--- config.mk ---
export PLATFORM = sky130hd
export DESIGN_NAME = logic_unit_pipe
export DESIGN_NICKNAME = d
export VERILOG_FILES = /design/src/rtl/logic_unit_pkg.sv /design/src/rtl/bitwise_op.sv /design/src/rtl/logic_unit_pipe.sv
export SDC_FILE = /design/constraint.sdc
export NUM_CORES = 1
export LEC_CHECK = 0
export BUFFER_PORTS_ARGS = -buffer_cell sky130_fd_sc_hd__buf_2
export CAP_MARGIN = 20
export CORE_ASPECT_RATIO = 0.75
export CORE_UTILIZATION = 35
export DETAILED_ROUTE_END_ITERATION = 10
export PLACE_DENSITY = 0.56
export SLEW_MARGIN = 20
export SYNTH_ARGS = -nofsm -noshare
export SYNTH_HDL_FRONTEND = slang
export SYNTH_SLANG_ARGS = --single-unit
--- constraint.sdc ---
create_clock -name clock -period 1.7 [get_ports clock]
set_input_delay 0.34 -clock clock [delete_from_list [all_inputs] [get_ports clock]]
set_output_delay 0.34 -clock clock [all_outputs]
set_load 0.02 [all_outputs]
--- src/rtl/logic_unit_pkg.sv ---
// Shared definitions for the logic unit: operation encodings and queue depth.
package logic_unit_pkg;

  // Operation select encodings presented on the op port.
  typedef enum logic [1:0] {
    OP_AND = 2'b00,
    OP_OR  = 2'b01,
    OP_XOR = 2'b10,
    OP_NOR = 2'b11
  } op_e;

  // Number of results the output queue can hold.
  localparam int QUEUE_DEPTH = 2;

endpackage : logic_unit_pkg

--- src/rtl/bitwise_op.sv ---
// Purely combinational bitwise operator selected by op.
import logic_unit_pkg::*;

module bitwise_op #(
  parameter int WIDTH = 32
) (
  input  logic [WIDTH-1:0] a,
  input  logic [WIDTH-1:0] b,
  input  logic [1:0]       op,
  output logic [WIDTH-1:0] y
);

  // Select one of the four bitwise functions across all WIDTH bits.
  always_comb begin
    y = '0;
    case (op_e'(op))
      OP_AND:  y = a & b;
      OP_OR:   y = a | b;
      OP_XOR:  y = a ^ b;
      OP_NOR:  y = ~(a | b);
      default: y = '0;
    endcase
  end

endmodule : bitwise_op

--- src/rtl/logic_unit_pipe.sv ---
// Bitwise logic unit with a 2-entry in-order result queue and
// valid/ready handshakes on both sides. in_ready depends only on the
// registered count, so there is no combinational path from out_ready.
import logic_unit_pkg::*;

module logic_unit_pipe #(
  parameter int WIDTH = 32
) (
  input  logic             clock,
  input  logic             reset,
  input  logic             in_valid,
  output logic             in_ready,
  input  logic [WIDTH-1:0] a,
  input  logic [WIDTH-1:0] b,
  input  logic [1:0]       op,
  output logic             out_valid,
  input  logic             out_ready,
  output logic [WIDTH-1:0] result,
  output logic             zero
);

  localparam int CNT_W = $clog2(QUEUE_DEPTH + 1);
  localparam logic [CNT_W-1:0] FULL_CNT = CNT_W'(QUEUE_DEPTH);

  logic [WIDTH-1:0] op_result;
  logic [WIDTH-1:0] mem_q [QUEUE_DEPTH];
  logic [CNT_W-1:0] count_q, count_d;
  logic             rd_ptr_q, rd_ptr_d;
  logic             wr_ptr_q, wr_ptr_d;
  logic             push, pop;
  logic [WIDTH-1:0] head;

  bitwise_op #(.WIDTH(WIDTH)) u_bitwise_op (
    .a  (a),
    .b  (b),
    .op (op),
    .y  (op_result)
  );

  assign in_ready  = (count_q != FULL_CNT);
  assign out_valid = (count_q != '0);
  assign push      = in_valid & in_ready;
  assign pop       = out_valid & out_ready;
  assign head      = mem_q[rd_ptr_q];
  // Mask the head entry so nothing stale is visible while empty.
  assign result    = out_valid ? head : '0;
  assign zero      = out_valid && (head == '0);

  // Next-state for occupancy and 1-bit wrapping pointers.
  always_comb begin
    count_d  = count_q;
    rd_ptr_d = rd_ptr_q ^ pop;
    wr_ptr_d = wr_ptr_q ^ push;
    case ({push, pop})
      2'b10:   count_d = count_q + CNT_W'(1);
      2'b01:   count_d = count_q - CNT_W'(1);
      default: count_d = count_q;
    endcase
  end

  // Control state register; reset wins over any concurrent handshake.
  always_ff @(posedge clock) begin
    if (reset) begin
      count_q  <= '0;
      rd_ptr_q <= 1'b0;
      wr_ptr_q <= 1'b0;
    end else begin
      count_q  <= count_d;
      rd_ptr_q <= rd_ptr_d;
      wr_ptr_q <= wr_ptr_d;
    end
  end

  // Result storage; contents are qualified by count so it needs no reset.
  always_ff @(posedge clock) begin
    if (push) begin
      mem_q[wr_ptr_q] <= op_result;
    end
  end

endmodule : logic_unit_pipe

**Yosys cells after proc, flatten, opt, wreduce, memory -nomap -nowiden**

Memories as Yosys holds them, arrays and structs flattened. A register that Yosys moved wholly into a read port is not among the register bits.
Index checks and enable logic that the tools add are counted.

- Bits in writable memories: 64
- Input port bits: 70
- Logic and storage cells: 31
- Memories kept: 1
- Flip-flop bits (word level): 4

Memories:

| memory | depth | width | read ports | clocked after Yosys merged registers in | write ports | line | RTL |
|---|---|---|---|---|---|---|---|
| mem_q | 2 | 32 | 1 | 1 | 1 | logic_unit_pipe.sv:26 | `logic [WIDTH-1:0] mem_q [QUEUE_DEPTH];` |

- Add/sub/neg operators: 2
- Mux-type cells: 6
- Bitwise gates (word level): 8
- Eq/ne operators: 6
- Reduce and logical (&&, ||, !) cells: 5

Operators with widths:

| cell | count |
|---|---|
| $pmux 32 s4 | 1 |
| $and 32x32->32 | 1 |
| $logic_not 32->1 | 1 |
| $mux 32 | 1 |
| $not 32->32 | 1 |
| $or 32x32->32 | 1 |
| $xor 32x32->32 | 1 |
| $eq 2x2->1 const B | 3 |
| $eq 2x1->1 const B | 2 |
| $pmux 2 s2 | 1 |
| $reduce_bool 2->1 | 2 |
| $mux 1 | 3 |
| $add 2x1->2 const B | 1 |
| $and 1x1->1 | 2 |
| $logic_not 2->1 | 1 |
| $ne 2x2->1 const B | 1 |
| $sub 2x1->2 const B | 1 |
| $xor 1x1->1 | 2 |
| $logic_and 1x1->1 | 1 |

**Longest topological paths before layout**

Gate-level depths: netlist of the first run.

- Depth in word-level cells: 4
- Mapped depth: 7
- Mapped depth without buffers: 7

**By module**

From an unflattened synthesis of the first run, not the netlist that was laid out.

- Cells, all modules: 419
- Area total of the unflattened synthesis: 4882.2 um2

Modules (own cells, without submodules):

| module | seq. area each (um2) | instances | area an instance (um2) | cells an instance |
|---|---|---|---|---|
| logic_unit_pipe | 2001.9 | 1 | 2776.4 | 184 |
| bitwise_op | 0.0 | 1 | 2105.8 | 235 |

**Worst setup path before layout of the first run**

No wires, ideal clock.

- Path type: register -> register
- Start point: register count_q[0]
- End point: memory mem_q[1][0], enable pin
- Path slack: -0.326 ns
- Clock period less this slack: 2.026 ns
- Arrival time: 1.634 ns
- Setup time: 0.392 ns
- Stages on the path, launching flop included: 5
- Path buffers: 0
- Cells stage by stage: dfxtp_1 -> nand2b_1 -> nand2_1 -> inv_1 -> ha_1

- Cells in the longest elaborated chain, start to end: 4

Ends and longest elaborated chain:

| item | line | RTL |
|---|---|---|
| from (decl) | logic_unit_pipe.sv:27 | `logic [CNT_W-1:0] count_q, count_d;` |
| from (signal assigned) | logic_unit_pipe.sv:68 | `count_q <= count_d;` |
| $ne 2x2->1 | logic_unit_pipe.sv:40 | `assign in_ready = (count_q != FULL_CNT);` |
| named net in_ready | logic_unit_pipe.sv:12 | `output logic in_ready,` |
| $and 1x1->1 | logic_unit_pipe.sv:42 | `assign push = in_valid & in_ready;` |
| $mux 1 | logic_unit_pipe.sv:76 | `if (push) begin` |
| $mux 1 (not written as such) | logic_unit_pipe.sv:77 | `mem_q[wr_ptr_q] <= op_result;` |
| to (decl) | logic_unit_pipe.sv:26 |  |

The timed path passes the listed nets, and every way through them passes these cells.

==> summary.md, run 1 <==
| Metric | Value |
|---|---|
| CTS tree | `done` |
| Area delta synth->final | `32.0%` |
| Worst IR drop on VDD | `0.00165 V` |
| Post-synthesis sequential area ratio | `0.413` |
| Leading area contributor after synthesis | `edfxtp_1` |
| WS Path Type | `flip-flop to primary output` |
| LEAKAGE | `2.85 nW` |
| Routed vias/inst | `4.67` |
| CTS H-tree lvls | `3` |
| Most area-consuming cells after synthesis | `edfxtp_1 (40%), ha_1 (17%), nor2b_1 (8.3%)` |
| CP Capture Type | `primary output` |
| Unrepaired setup endpoints after global routing | `yes` |
| Setup TNS | `-8.74 ns` |
| Pre-CTS setup slack | `-0.533 ns` |
| Die X-Extent | `138 um` |
| Setup-failing EPs final | `33` |
| DRC Markers | `0` |
| IO Pins | `105` |
| Vias | `3674` |
| Total of max-cap violations | `0` |
| Most used flip-flop cell after synthesis | `edfxtp_1` |
| Period Utilization, post-route | `1.46` |
| CP max FO | `2` |
| Synthesized Nets | `626` |
| Final WL | `11000 um` |
| Clock transition at path regs | `0.06 ns` |
| GR Util met3 | `0.0302` |
| Vias in the first global route | `3542` |
| DIE HEIGHT | `104 um` |
| Slack of the critical path | `-0.788 ns` |
| Synth Area per Inst | `9.91 um2` |
| Root Driver | `clkbuf_16` |
| Clk_skew | `0.00418 ns` |
| Final Critical Period | `2.49 ns` |
| DRT iter0 DRCs | `205` |
| Post-Syn Instances | `489` |
| Overall power | `7.78 mW` |
| Fraction of registers with async set/reset | `0` |
| Final hold violations | `0` |
| First drt pass iteration count | `4` |
| Core area | `13200 um2` |
| Failing checks | `negative setup slack` |
| Clk buf depth | `2` |
| Startpoint Class | `flip-flop` |
| Synth Cell Area | `4850 um2` |
| Total CTS buffers | `9` |
| Met2 usage | `0.229` |
| Drt wl/cell | `14.0 um` |
| Placer congestion estimate | `0.814` |
| Synth warnings | `0` |
| GR peak layer | `met1` |
| Slew Limit Fails | `0` |
| Input/output buffers | `104` |
| Seq cells post-synth | `68` |
| First-pass GRT wire length | `17500 um` |
| Max-Slew Margin vs Limit | `0.688` |
| Share of layout cells above drive strength 1 | `0.287` |
| Fmax achieved | `402 MHz` |
| Row Count | `36` |
| Hold Crit Class | `input pin to flip-flop` |
| Clock sinks | `68` |
| Worst EP required | `1.36 ns` |
| Largest net degree at the start of global routing | `54` |
| Initial antenna violation count | `0` |
| Post-route ant nets | `0` |
| Gr usage total | `0.159` |
| Measured slew at the worst slew-check pin | `0.469 ns` |
| Outcome | `finished with violations` |
| Number of synthesized flops with an enable pin | `64` |
| Worst skew pair latency | `0.33 ns` |
| Congestion Overflow GR | `0` |
| GR Util met1 | `0.244` |
| Die area | `14300 um2` |
| Synth top area share | `0.396` |
| Crit path DAT | `2.15 ns` |
| Initial Util | `0.366` |
| Synth cell types | `27` |
| DP HPWL | `8470 um` |
| ANT cells | `0` |
| PD cells | `1220 nW/um2` |
| Final nets | `748` |
[through the flow]
step | hold WS, ns | util | instances | cell area [um2]
floorplan | 0.407 | - | 489 | 4890
global placement | 0.494 | 0.432 | 759 | 5720
detailed placement | 0.511 | 0.432 | 759 | 5720
CTS | 0.214 | 0.468 | 780 | 6200
global route | 0.235 | 0.483 | 787 | 6400
finish | 0.224 | 0.483 | 787 | 6400
[report_power, final]
part | leakage, nW | internal, mW | switching, mW | total, mW
sequential | 0.629 | 2.23 | 0.211 | 2.44
clock | 0.133 | 1.00 | 0.705 | 1.71
combinational | 2.09 | 1.67 | 1.97 | 3.63
[cell families after synthesis]
family                   Yosys count  synth area share
multiplexers                      32            0.0661
AND/OR/NAND/NOR                  160             0.180
AO/OA/AOI/OAI                     68            0.0891
flip-flops                        68             0.413
buffers and inverters             91            0.0738
XOR/XNOR                           3           0.00542
adder cells (fa/ha/maj)           67             0.173
[final cells by class]
class / instances / area, um2
fill: 1245 / 6850
multi-input combinational: 330 / 2670
sequential: 68 / 2000
timing repair buffer: 135 / 978
inverter: 67 / 251
clock buffer: 9 / 225
tap: 171 / 214
clock inverter: 7 / 58.8
[final timing paths]
kind	startpoint	end	slack, ns	cells after the start
max	mem_q[0][26]	zero	-0.79	5
min	reset	count_q[1]	0.22	2
max reg2reg	count_q[0]	count_q[1]	0.10	6
min reg2reg	count_q[1]	count_q[1]	0.54	2
[worst max-delay path, cell delays in order, from the launching register on]
cell and delay [ns]:
edfxtp_1 0.41, nor4_2 0.31, nand4_1 0.15, or4_4 0.46, a221oi_4 0.33, buf_6 0.16
[synth_stat cells (all sizes together) (2+ instances only)]
cell type and count:
a21oi 33, buf 8, clkbuf 16, dfxtp 4, edfxtp 64, ha 67
inv 67, mux2i 32, nand2 2, nand4 3, nor2 38, nor2b 64
nor3 35, nor4 9, o21bai 32, or4 3, or4b 2, xnor2 2
[state kept, by name, summed over array words and instances, names as in the netlist]
signal    cells
rd_ptr_q      1
count_q       2
wr_ptr_q      1
mem_q        64
[repair_timing]
action                                  CTS  global route
hold buffers                              0             0
resized for setup                        33            41
endpoints found under the setup margin   33            34
pin swaps                                 3             5
buffers inserted                          4             8
cloned                                    1             0
[per-layer routing]
layer / up-vias / share of wire / wire (um)
met5: - / 0 / 0
met4: 0 / 0.010 / 113
met3: 10 / 0.054 / 600
met2: 94 / 0.41 / 4530
met1: 1653 / 0.52 / 5790
li1: 1917 / - / -
[cell usage in the layout (no fill, tap or decap), types with 2 or more instances in the layout]
cell        netlist  routed
buf_2             7      81
inv_1            67      67
ha_1             67      65
nor2b_1          64      64
edfxtp_1         64      64
nor2_1           38      35
nor3_1           35      34
a21oi_1          33      33
o21bai_1         32      32
buf_4             0      31
mux2i_1          32      19
buf_6             1      14
clkbuf_16         0       9
mux2i_2           0       7
buf_12            0       7
mux2i_4           0       6
nor4_1            9       6
nor4_2            0       3
nand4_1           3       3
clkinv_4          0       3
nand2_1           2       2
nor2_2            0       2
or4b_1            2       2
or4_1             3       2
xnor2_1           2       2
ha_4              0       2
clkinvlp_4        0       2
inv_6             0       2
dfxtp_2           0       2
dfxtp_1           4       2
No activity file was read; power rests on OpenSTA's default activity.
==> run 2, diff against run 1 <==
GPL_TIMING_DRIVEN = 0   (was not set)
==> summary.md, run 2 (synthesized netlist as in run 1, its figures left out) <==
| Metric | Value |
|---|---|
| IO Pins | `105 (unchanged)` |
| Largest regs | `mem_q x64, count_q x2 (unchanged)` |
| ANT cells | `0 (unchanged)` |
| Outcome | `finished with violations (unchanged)` |
| Share of layout cells above drive strength 1 | `0.275 (was 0.287)` |
| Final hold violations | `0 (unchanged)` |
| Area delta synth->final | `31.4% (was 32.0%)` |
| Core area | `13200 um2 (unchanged)` |
| Measured slew at the worst slew-check pin | `0.597 ns (was 0.469 ns)` |
| Total of max-cap violations | `0 (unchanged)` |
| CP max FO | `2 (unchanged)` |
| Critical path depth | `5 (unchanged)` |
| Input/output buffers | `102 (was 104)` |
| Post-route cell area | `6370 um2 (was 6400 um2)` |
| Hold_buf cts | `0 (unchanged)` |
| Flop-to-flop setup slack | `0.07 ns (was 0.10 ns)` |
| Post-DP Area | `5610 um2 (was 5720 um2)` |
| Row Count | `36 (unchanged)` |
| Setup TNS | `-6.29 ns (was -8.74 ns)` |
| Post-route ant nets | `0 (unchanged)` |
| First drt pass iteration count | `4 (unchanged)` |
| Clock transition at path regs | `0.05 ns (was 0.06 ns)` |
| Failing checks | `negative setup slack (unchanged)` |
| Final WL | `12100 um (was 11000 um)` |
| Crit path DAT | `2.24 ns (was 2.15 ns)` |
| DRT iter0 DRCs | `144 (was 205)` |
| PD cells | `1250 nW/um2 (was 1220 nW/um2)` |
| Period Utilization, post-route | `1.52 (was 1.46)` |
| Slowest-stage cell, CP | `or4b_4 (was or4_4)` |
| First-pass GRT wire length | `18300 um (was 17500 um)` |
| Worst skew pair latency | `0.33 ns (about the same)` |
| Buf/Inv on CP | `1 (unchanged)` |
| Drt wl/cell | `15.3 um (was 14.0 um)` |
| Crit path capture | `zero (unchanged)` |
| Hold Crit Class | `input pin to flip-flop (unchanged)` |
| Most frequent cells in the layout | `buf_2 (93), inv_1 (67), nor2b_1 (64), ha_1 (64), edfxtp_1 (64) (was buf_2 (81), inv_1 (67), ha_1 (65))` |
| Routed vias/inst | `4.81 (was 4.67)` |
| LEAKAGE | `2.84 nW (was 2.85 nW)` |
| Clk_skew | `0.00403 ns (was 0.00418 ns)` |
| DRC Markers | `0 (unchanged)` |
| Largest net degree at the start of global routing | `33 (was 54)` |
| Max FFs per register | `64 (unchanged)` |
| Final hold slack | `0.231 ns (was 0.224 ns)` |
| Final Critical Period | `2.58 ns (was 2.49 ns)` |
| Seq. cell area | `2010 um2 (was 2000 um2)` |
| Largest register by flop count | `mem_q (unchanged)` |
| Unrepaired setup endpoints after global routing | `yes (unchanged)` |
| Die area | `14300 um2 (unchanged)` |
| Worst EP required | `1.36 ns (about the same)` |
| CP Capture Type | `primary output (unchanged)` |
| Max-Slew Margin vs Limit | `0.602 (was 0.688)` |
| Clk buf depth | `2 (unchanged)` |
| Worst IR drop on VDD | `0.00115 V (was 0.00165 V)` |
| Initial Util | `0.366 (unchanged)` |
| CTS H-tree lvls | `3 (unchanged)` |
| WS Path Type | `flip-flop to primary output (unchanged)` |
| Slack of the critical path | `-0.880 ns (was -0.788 ns)` |
| R2r endpoint | `count_q[1] (unchanged)` |
| Top delay family on crit path | `simple AND/OR/NAND/NOR gates (unchanged)` |
| DIE HEIGHT | `104 um (unchanged)` |
| Vias in the first global route | `3611 (was 3542)` |
| Slew Limit Fails | `0 (unchanged)` |
| Placer congestion estimate | `0.764 (was 0.814)` |
| Crit-path cells | `or4b_4 -> nor3_4 -> nand4_1 -> a221oi_4 -> buf_6 (was nor4_2 -> nand4_1 -> or4_4 -> a221oi_4 -> buf_6)` |
| Multi-input logic area | `2660 um2 (was 2670 um2)` |
| Setup-failing EPs final | `30 (was 33)` |
| Startpoint Class | `flip-flop (unchanged)` |
| Filler instances | `1238 (was 1245)` |
| Fmax achieved | `388 MHz (was 402 MHz)` |
| Root Driver | `clkbuf_16 (unchanged)` |
| Die X-Extent | `138 um (unchanged)` |
| Final nets | `751 (was 748)` |
| Worst r2r src | `count_q[1] (was count_q[0])` |
| Worst Reg-to-Reg Cells | `7 (was 6)` |
| Clock sinks | `68 (unchanged)` |
| Total CTS buffers | `9 (unchanged)` |
| CP startpoint | `mem_q[1][22] (was mem_q[0][26])` |
| Hold path cells | `2 (unchanged)` |
| Initial antenna violation count | `0 (unchanged)` |
| Vias | `3800 (was 3674)` |
| Most common cell after layout, fill and taps aside | `buf_2 (unchanged)` |
| Congestion Overflow GR | `0 (unchanged)` |
| CTS tree | `done (unchanged)` |
| Final core utilization | `0.481 (was 0.483)` |
| DP HPWL | `9290 um (was 8470 um)` |
| Max stage delay on crit path | `0.58 ns (was 0.46 ns)` |
| Gr usage total | `0.169 (was 0.159)` |
==> run 2: how the worst min path moves through the flow <==
stage	slack (ns)	startpoint	end
2_1_floorplan	0.41	reset	wr_ptr_q
3_3_place_gp	0.49	count_q[1]	count_q[1]
3_5_place_dp	0.51	count_q[1]	count_q[1]
4_1_cts	0.23	reset	count_q[0]
5_1_grt	0.23	reset	count_q[1]
6_report	0.23	reset	count_q[1]
==> run 2: per-layer routing <==
| layer | vias to the layer above | wire length, um | track usage |
|---|---|---|---|
| met5 | - | 0 | 0 |
| met4 | 0 | 75 | 0.0318 |
| met3 | 9 | 860 | 0.0351 |
| met2 | 125 | 5050 | 0.251 |
| met1 | 1747 | 6060 | 0.251 |
| li1 | 1919 | - | - |
==> run 2: stage by stage <==
step	worst slack, ns	power [mW]	instances
global placement	-0.620	5.22	762
global route	-0.924	8.41	790
detailed placement	-0.589	5.29	762
CTS	-0.856	7.51	778
finish	-0.880	7.99	790
floorplan	-0.192	4.29	489
==> run 2: what timing repair did <==
action,CTS,global route
setup endpoints to repair,33,106
gates resized for setup,40,31
buffers inserted,0,9
pin swaps,4,8
cloned,0,3
==> run 2: power breakdown <==
part           internal [mW]  switching, mW
Combinational           1.61           1.99
Sequential              2.24          0.209
Clock                   1.28          0.665
==> run 2: area by class of cell <==
type / count / share of cell area
Multi-Input combinational cell: 330 / 0.418
Sequential cell: 68 / 0.315
Timing Repair Buffer: 114 / 0.118
Inverter: 67 / 0.0395
Clock buffer: 9 / 0.0354
Tap cell: 171 / 0.0336
Buffer: 24 / 0.0267
Clock inverter: 7 / 0.0143
==> run 3, diff against run 2 <==
==> constraint.sdc (replaced) <==
create_clock -name clock -period 2.35 [get_ports clock]
set_input_delay 0.5875 -clock clock [delete_from_list [all_inputs] [get_ports clock]]
set_output_delay 0.5875 -clock clock [all_outputs]
set_load 0.02 [all_outputs]
==> summary.md, run 3 (synthesized netlist as in run 1, its figures left out) <==
| Metric | Value |
|---|---|
| Outcome | `finished with violations (unchanged)` |
| Failing checks | `negative setup slack (unchanged)` |
| Drt wl/cell | `14.8 um (was 15.3 um)` |
| Largest register by flop count | `mem_q (unchanged)` |
| Die X-Extent | `138 um (unchanged)` |
| Max FFs per register | `64 (unchanged)` |
| Setup-failing EPs final | `1 (was 30)` |
| First drt pass iteration count | `4 (unchanged)` |
| Largest net degree at the start of global routing | `27 (was 33)` |
| WS Path Type | `flip-flop to primary output (unchanged)` |
| Total CTS buffers | `9 (unchanged)` |
| DRT iter0 DRCs | `191 (was 144)` |
| Row Count | `36 (unchanged)` |
| Period Utilization, post-route | `1.18` |
| Fmax achieved | `360 MHz` |
| Hold Crit Class | `input pin to flip-flop (unchanged)` |
| Hold_buf cts | `0 (unchanged)` |
| Vias | `3658 (was 3800)` |
| Routed vias/inst | `4.69 (was 4.81)` |
| ANT cells | `0 (unchanged)` |
| Vias in the first global route | `3534 (was 3611)` |
| Pre-CTS setup slack | `-0.225 ns (was -0.589 ns)` |
| Final WL | `11600 um (was 12100 um)` |
| Non-Filler Instances | `780 (was 790)` |
| Final nets | `741 (was 751)` |
| Input/output buffers | `102 (unchanged)` |
| Area delta synth->final | `23.5% (was 31.4%)` |
| Max-Slew Margin vs Limit | `0.643 (was 0.602)` |
| Slack of the critical path | `-0.429 ns (was -0.880 ns)` |
| Largest regs | `mem_q x64, count_q x2 (unchanged)` |
| Most frequent cells in the layout | `buf_2 (105), inv_1 (67), ha_1 (65) (was buf_2 (93), inv_1 (67), nor2b_1 (64), ha_1 (64), edfxtp_1 (64))` |
| First-pass GRT wire length | `18100 um (was 18300 um)` |
| Congestion Overflow GR | `0 (unchanged)` |
| DIE HEIGHT | `104 um (unchanged)` |
| Total of max-cap violations | `0 (unchanged)` |
| Startpoint Class | `flip-flop (unchanged)` |
| Flop-to-flop setup slack | `0.56 ns (was 0.07 ns)` |
| Worst IR drop on VDD | `0.000705 V (was 0.00115 V)` |
| Crit path DAT | `2.19 ns (was 2.24 ns)` |
| Die area | `14300 um2 (unchanged)` |
| CP Capture Type | `primary output (unchanged)` |
| PD cells | `864 nW/um2 (was 1250 nW/um2)` |
| Core area | `13200 um2 (unchanged)` |
| Worst skew pair latency | `0.33 ns (about the same)` |
| LEAKAGE | `2.69 nW (was 2.84 nW)` |
| Share of layout cells above drive strength 1 | `0.225 (was 0.275)` |
| Worst EP required | `1.76 ns (was 1.36 ns)` |
| DP HPWL | `9380 um (was 9290 um)` |
| Hold path cells | `2 (unchanged)` |
| Final Critical Period | `2.78 ns` |
| Initial Util | `0.366 (unchanged)` |
| Gr usage total | `0.169 (about the same)` |
| Unrepaired setup endpoints after global routing | `yes (unchanged)` |
| CTS H-tree lvls | `3 (unchanged)` |
| CTS tree | `done (unchanged)` |
| Root Driver | `clkbuf_16 (unchanged)` |
| Initial antenna violation count | `0 (unchanged)` |
| Measured slew at the worst slew-check pin | `0.535 ns (was 0.597 ns)` |
| Setup bufs post-CTS | `0 (unchanged)` |
| Final hold violations | `0 (unchanged)` |
| Clk buf depth | `2 (unchanged)` |
| Slew Limit Fails | `0 (unchanged)` |
| Placer congestion estimate | `0.822 (was 0.764)` |
| DRC Markers | `0 (unchanged)` |
| Overall power | `5.17 mW (was 7.99 mW)` |
| CP max FO | `2 (unchanged)` |
| Inst Count DP | `764 (was 762)` |
| Clock transition at path regs | `0.05 ns (about the same)` |
| Clock sinks | `68 (unchanged)` |
| IO Pins | `105 (unchanged)` |
| Clk_skew | `0.00957 ns (was 0.00403 ns)` |
| Post-route ant nets | `0 (unchanged)` |
| Worst Reg-to-Reg Cells | `6 (was 7)` |
| Most common cell after layout, fill and taps aside | `buf_2 (unchanged)` |
-- run 3: changes by cell type in the layout (fill, tap and decap cells not counted), moves of 6 or more --
cell | previous run | this run
buf_4 | 15 | 2
mux2i_2 | 10 | 1
buf_12 | 7 | 1
buf_2 | 93 | 105
mux2i_1 | 19 | 31
-- run 3: path summary, 6_finish.rpt --
check / start / to
min reg2reg: count_q[1] / count_q[1]
min: reset / wr_ptr_q
max reg2reg: count_q[1] / count_q[1]
max: mem_q[1][26] / zero
-- run 3: metal layers --
| metal | track usage | wire length (um) | share of wire |
|---|---|---|---|
| met5 | 0 | 0 | 0 |
| met4 | 0.0349 | 53 | 0.0046 |
| met3 | 0.0458 | 857 | 0.074 |
| met2 | 0.241 | 4730 | 0.41 |
| met1 | 0.253 | 5910 | 0.51 |
-- run 3: through the flow --
step | hold slack (ns) | utilization | setup TNS, ns | area, um2
2_1_floorplan | 0.466 | - | 0 | 4850
3_3_place_gp | 0.480 | 0.421 | -7.80 | 5570
3_5_place_dp | 0.501 | 0.425 | -0.225 | 5620
4_1_cts | 0.474 | 0.450 | -0.448 | 5960
5_1_grt | 0.472 | 0.452 | -0.626 | 5980
6_report | 0.478 | 0.452 | -0.429 | 5980
-- run 3: layout make-up --
cell class	count	area (um2)
sequential	68	2000
fill	1288	7260
tap	171	214
clock inverter	7	75.1
buffer	24	119
timing repair buffer	104	564
clock buffer	9	225
multi-input combinational	330	2530
inverter	67	251
-- run 3: what timing repair did --
action / CTS / global route
pin swaps: 2 / 0
endpoints found under the setup margin: 12 / 31
gates resized for setup: 9 / 7
-- run 3: critical path, cell delays in order (launching register included) --
cell and delay [ns]:
edfxtp_1 0.38, or4b_1 0.58, nor3_2 0.16, nand4_1 0.22, a221oi_4 0.38, buf_6 0.16
-- run 3: power breakdown --
part	total, mW	internal [mW]	switching, mW
Combinational	2.11	0.773	1.34
Sequential	1.74	1.61	0.129
Clock	1.32	0.823	0.500
Total	5.17	3.20	1.97
